File: config.mk
export PLATFORM = sky130hd
export DESIGN_NAME = fetch_queue
export DESIGN_NICKNAME = d
export VERILOG_FILES = /design/src/rtl/fetch_queue.sv
export SDC_FILE = /design/constraint.sdc
export NUM_CORES = 1
export LEC_CHECK = 0
export BUFFER_PORTS_ARGS = -buffer_cell sky130_fd_sc_hd__buf_2
export CORE_MARGIN = 5
export CORE_UTILIZATION = 45
export CTS_CLUSTER_SIZE = 14
export DETAILED_ROUTE_END_ITERATION = 8
export PLACE_DENSITY = 0.65
export SLEW_MARGIN = 40
export SYNTH_ARGS = -nofsm -noshare
export SYNTH_HDL_FRONTEND = slang
export SYNTH_SLANG_ARGS = --single-unit
File: constraint.sdc
create_clock -name clk -period 3.1 [get_ports clk]
set_input_delay 0.31 -clock clk [delete_from_list [all_inputs] [get_ports clk]]
set_output_delay 0.31 -clock clk [all_outputs]
set_load 0.02 [all_outputs]
File: src/rtl/fetch_queue.sv
`default_nettype none
// +----------------------------------------------------------------------------+
// | Module      : fetch_queue                                                  |
// | Description : Instruction fetch stage. Owns the fetch PC, issues word      |
// |               fetches over a variable-latency req/ack handshake and keeps  |
// |               a 2-entry {instr, seq_PC} queue whose head feeds decode.     |
// |               Handles branch/jump redirects and HALT detection.            |
// | Optional    : FETCH_ALIGN_CHK_EN - a redirect to an odd address sets the   |
// |               sticky err flag and forces HALT; otherwise err is tied 0.    |
// | Ports       : clk, rst (async, active-low)                                 |
// |               imem_req/imem_addr   -> fetch request, held until imem_ack   |
// |               imem_ack/imem_data   <- returned instruction word            |
// |               redirect/redirect_pc <- taken branch/jump target             |
// |               stall                <- decode cannot take the head          |
// |               instruc/seq_PC/valid -> queue head to decode                 |
// |               halted               -> HALT fetched and queue drained       |
// |               err                  -> sticky misaligned-redirect flag      |
// | Revision    : 1.0 - initial release                                        |
// +----------------------------------------------------------------------------+
module fetch_queue #(
  parameter int unsigned           DATA_WIDTH = 16,
  parameter logic [DATA_WIDTH-1:0] RESET_PC   = '0
) (
  input  logic                  clk,
  input  logic                  rst,
  output logic                  imem_req,
  output logic [DATA_WIDTH-1:0] imem_addr,
  input  logic                  imem_ack,
  input  logic [DATA_WIDTH-1:0] imem_data,
  input  logic                  redirect,
  input  logic [DATA_WIDTH-1:0] redirect_pc,
  input  logic                  stall,
  output logic [DATA_WIDTH-1:0] instruc,
  output logic [DATA_WIDTH-1:0] seq_PC,
  output logic                  valid,
  output logic                  halted,
  output logic                  err
);

  localparam logic [1:0] ST_IDLE = 2'd0;  // no request outstanding
  localparam logic [1:0] ST_BUSY = 2'd1;  // live request outstanding
  localparam logic [1:0] ST_DROP = 2'd2;  // stale request outstanding
  localparam logic [1:0] ST_HALT = 2'd3;  // HALT fetched, no more requests

  localparam logic [DATA_WIDTH-1:0] PC_STEP = DATA_WIDTH'(2);

  logic [1:0]                 state_q, state_d;
  logic [DATA_WIDTH-1:0]      pc_q, pc_d;
  logic [DATA_WIDTH-1:0]      addr_q, addr_d;
  logic                       req_q, req_d;
  logic [1:0]                 count_q, count_d;
  logic [1:0][DATA_WIDTH-1:0] instr_q, instr_d;
  logic [1:0][DATA_WIDTH-1:0] seq_q, seq_d;

  logic       pop;
  logic       push;
  logic       push_halt;
  logic       redir;
  logic       bad_align;
  logic [1:0] count_pop;

`ifdef FETCH_ALIGN_CHK_EN
  logic err_q, err_d;

  // Once err is set the front end is parked: later redirects are ignored.
  assign redir     = redirect && !err_q;
  assign bad_align = redir && redirect_pc[0];
  assign err_d     = err_q | bad_align;
  assign err       = err_q;

  always_ff @(posedge clk or negedge rst) begin
    if (!rst) begin
      err_q <= 1'b0;
    end else begin
      err_q <= err_d;
    end
  end
`else
  assign redir     = redirect;
  assign bad_align = 1'b0;
  assign err       = 1'b0;
`endif

  assign pop       = (count_q != 2'd0) && !stall;
  // Data returning for a request that a same-cycle redirect kills is dropped.
  assign push      = (state_q == ST_BUSY) && imem_ack && !redir;
  assign push_halt = push && (imem_data[DATA_WIDTH-1 -: 5] == 5'b00000);
  // Occupancy after the pop but before the push; a push lands in this slot.
  assign count_pop = count_q - {1'b0, pop};

  // Queue: entry 0 is the head, a pop shifts entry 1 down.
  always_comb begin
    instr_d = instr_q;
    seq_d   = seq_q;
    if (pop) begin
      instr_d[0] = instr_q[1];
      seq_d[0]   = seq_q[1];
    end
    if (push) begin
      instr_d[count_pop[0]] = imem_data;
      seq_d[count_pop[0]]   = addr_q + PC_STEP;
    end
    // Redirect beats pop and push: the queue is empty next cycle.
    count_d = redir ? 2'd0 : (count_pop + {1'b0, push});
  end

  always_comb begin
    state_d = state_q;
    pc_d    = pc_q;
    addr_d  = addr_q;
    req_d   = req_q;
    case (state_q)
      ST_IDLE: begin
        if (redir) begin
          pc_d = redirect_pc;
          if (bad_align) begin
            state_d = ST_HALT;
          end
        end else if (count_pop != 2'd2) begin
          // A fetch is only issued once a queue slot is guaranteed.
          addr_d  = pc_q;
          req_d   = 1'b1;
          state_d = ST_BUSY;
        end
      end
      ST_BUSY: begin
        if (redir) begin
          pc_d = redirect_pc;
          if (imem_ack) begin
            if (bad_align) begin
              req_d   = 1'b0;
              state_d = ST_HALT;
            end else begin
              addr_d = redirect_pc;
            end
          end else begin
            // Request must stay on the bus until acked; its data is junk.
            state_d = ST_DROP;
          end
        end else if (imem_ack) begin
          pc_d = pc_q + PC_STEP;
          if (push_halt) begin
            req_d   = 1'b0;
            state_d = ST_HALT;
          end else if (count_pop == 2'd0) begin
            // After this push one slot is still free: fetch back-to-back.
            addr_d = pc_q + PC_STEP;
          end else begin
            req_d   = 1'b0;
            state_d = ST_IDLE;
          end
        end
      end
      ST_DROP: begin
        if (redir) begin
          pc_d = redirect_pc;
        end
        if (imem_ack) begin
`ifdef FETCH_ALIGN_CHK_EN
          if (err_d) begin
            req_d   = 1'b0;
            state_d = ST_HALT;
          end else begin
            addr_d  = redir ? redirect_pc : pc_q;
            state_d = ST_BUSY;
          end
`else
          addr_d  = redir ? redirect_pc : pc_q;
          state_d = ST_BUSY;
`endif
        end
      end
      ST_HALT: begin
        // Wrong-path HALT recovery; a misaligned target keeps us parked.
        if (redir) begin
          pc_d = redirect_pc;
          if (!bad_align) begin
            state_d = ST_IDLE;
          end
        end
      end
      default: begin
        state_d = ST_IDLE;
        req_d   = 1'b0;
      end
    endcase
  end

  always_ff @(posedge clk or negedge rst) begin
    if (!rst) begin
      state_q <= ST_IDLE;
      pc_q    <= RESET_PC;
      addr_q  <= RESET_PC;
      req_q   <= 1'b0;
      count_q <= 2'd0;
      instr_q <= '0;
      seq_q   <= '0;
    end else begin
      state_q <= state_d;
      pc_q    <= pc_d;
      addr_q  <= addr_d;
      req_q   <= req_d;
      count_q <= count_d;
      instr_q <= instr_d;
      seq_q   <= seq_d;
    end
  end

  assign imem_req  = req_q;
  assign imem_addr = addr_q;
  assign instruc   = instr_q[0];
  assign seq_PC    = seq_q[0];
  assign valid     = (count_q != 2'd0);
  assign halted    = (state_q == ST_HALT) && (count_q == 2'd0);

endmodule
`default_nettype wire

==> run summary <==
status = finished, final reports clean
Setup TNS Final = 0 ns
Main synth FF type = dfrtp_1
crit path capture type = flop
Residual DRC = 0
Synth Area in XOR/XNOR = 0.0279
Final Max Tran Viols = 0
Total Nets Final = 698
# diodes = 0
min Tclk post-route = 2.68 ns
top post-synthesis cells by count = dfrtp_1 (101), nand2_1 (44), o21ai_0 (39)
post-synth top area cell = dfrtp_1
CP arrival = 2.91 ns
Worst-Skew Late Latency = 0.36 ns
GR Overflow Total = 0
Post-Syn Area = 5970 µm²
HP Class = input port to flop
Post-Synth Adder-Cell Area = 0.0210
vias in the first global route = 4687
Worst R2R Start = count_q[1]
router iterations before antenna repair = 4
total clock sinks = 101
Vias/cell = 5.66
Vert. Die Dim = 125 µm
PwrDens = 1050 nW/µm²
Die Footprint = 15700 µm²
clk_skew = 0.0119 ns
P&R area growth vs syn = 11.5%
Final WS setup = 0.422 ns
max cap viols = 0
Synth Area in Simple Gates = 0.168
EDFF count, synth = 0
Synth top area share = 0.423
CP Launch Point = count_q[1]
Seq cells post-synth = 101
Wirelength per Cell = 17.6 µm
most frequent cell after synthesis = dfrtp_1
Min Hold Slack = 0.172 ns
RSZ-0062 raised after global routing = false
Fmax = 0.373 GHz
I/O pin count = 89
final setup vio count = 0
count of different cell masters after synthesis = 74
asr flop ratio synth = 1.00
post-synth net total = 661
max_slew headroom = 0.606
post-route cell area = 6660 µm²
pre-CTS setup slack = 0.405 ns
Avg Inst Size Synth = 9.72 µm²
multiplexer share of the synthesized area = 0.108
Port Buffers = 87
GRT Util Overall = 0.190
CP required = 3.33 ns
Synth Instances = 614
clk buf depth = 2
Worst setup SP type = flop
WHS Path Cells = 3
die width = 125 µm
DRT Wirelength = 14.6 mm
final period utilization = 0.864
dpl cell area = 6320 µm²
synth top area cells = dfrtp_1 (42%), mux2i_1 (5.5%), mux2_2 (4.7%)
FF-to-FF path depth = 7
vias = 4708
post-synthesis sequential area ratio = 0.423
share of cells above drive strength 1 = 0.235
critical path type = flop to flop
CTS tree = done
min-delay src = imem_data[9]
clk root buf = clkbuf_16
Final ANT Viol Nets = 0
largest net degree at the start of global routing = 63
compound-cell area share of the yosys netlist = 0.171
final hold violations = 0
DP Wirelength = 10.6 mm
GPL Wtd Cong = 0.880
Synthesis Warnings = 0
crit path max fanout = 12
# rows = 42
post-CTS resize count = 0
Starting Density = 0.454
cts bufs inserted = 9
H-tree depth = 3
largest family of logic cells by synthesized area = compound AO/OA/AOI/OAI gates
initial antenna violation count = 0
Final Util = 0.507
DRT iter0 DRCs = 396
transition time of the tightest slew-check pin = 0.591 ns
core area = 13100 µm²
Peak VDD IR = 0.354 mV
Leak Pwr = 2.92 nW
first-pass GRT wire length = 24.4 mm
Reg clk slew, reported paths = 0.07 ns
power by group:
part / internal, W / leakage, nW / switching [W]
Combinational: 0.00137 / 1.54 / 0.00202
Sequential: 0.00190 / 1.22 / 0.000507
Clock: 0.000680 / 0.157 / 0.000518
Total: 0.00395 / 2.92 / 0.00304
through the flow:
| step | cells | total power [W] |
|---|---|---|
| after floorplan | 614 | 0.00497 |
| after global placement | 815 | 0.00570 |
| after detailed placement | 815 | 0.00580 |
| after CTS | 831 | 0.00703 |
| after global routing | 832 | 0.00752 |
| final | 832 | 0.00699 |
state kept, by name (all words and copies together) (netlist names):
register / count
imem_addr: 16
count_q: 2
instr_q: 16
state_q: 2
instruc: 16
seq_q: 16
pc_q: 16
seq_PC: 16
imem_req: 1
worst paths after layout:
check	slack (ns)	to
min reg2reg	0.51	instr_q[30]
min in group asynchronous	0.49	pc_q[10]
max in group asynchronous	1.87	instruc[13]
max reg2reg	0.42	imem_addr[2]
max	0.42	imem_addr[2]
min	0.17	instruc[9]
metal layers:
layer  track usage  routed length [µm]
met2         0.309                6950
met1         0.261                6810
met4        0.0427                 166
met5             0                   0
met3        0.0431                 709
layout by cell type (no fill, tap or decap), drive strengths merged, types with 4 or more instances in the layout:
cell	count
a211oi	10
a21oi	30
a22oi	6
a31oi	18
and2	13
and3	6
buf	99
clkbuf	11
dfrtp	101
ha	10
inv	13
mux2	28
mux2i	33
nand2	44
nand2b	9
nand3	16
nand4	13
nor2	28
nor2b	13
nor3	7
nor4	8
o211ai	7
o21ai	40
o2bb2ai	4
or3	7
or4	5
xnor2	8
xor2	11
critical path, cell delays in order (launching register included):
cell       delay [ns]
dfrtp_1          0.46
o21bai_4         0.18
inv_2            0.12
ha_1             0.37
a21o_1           0.22
a2111oi_4        0.36
and2_1           0.47
mux2_2           0.38
layout make-up:
cell class	instances	area, µm²
clock buffers	11	253
repair buffers	100	554
clock inverters	5	65.1
flip-flops and latches	101	2530
well taps	176	220
fillers	1255	6480
inverters	12	45.0
multi-input cells	427	2990
repair_timing:
item | CTS | global route
endpoints found under the hold margin | 0 | 27
hold buffers | 0 | 1
buffers inserted | 0 | 0
logic make-up (layout without fill, tap and decap cells):
kind of cell / Yosys count / after routing
AO/OA/AOI/OAI: 153 / 153
XOR/XNOR: 19 / 19
buffers and inverters: 86 / 128
AND/OR/NAND/NOR: 183 / 183
flip-flops: 101 / 101
multiplexers: 61 / 61
other: 1 / 1
adder cells (fa/ha/maj): 10 / 10
Power figures use the tool's default switching activity.
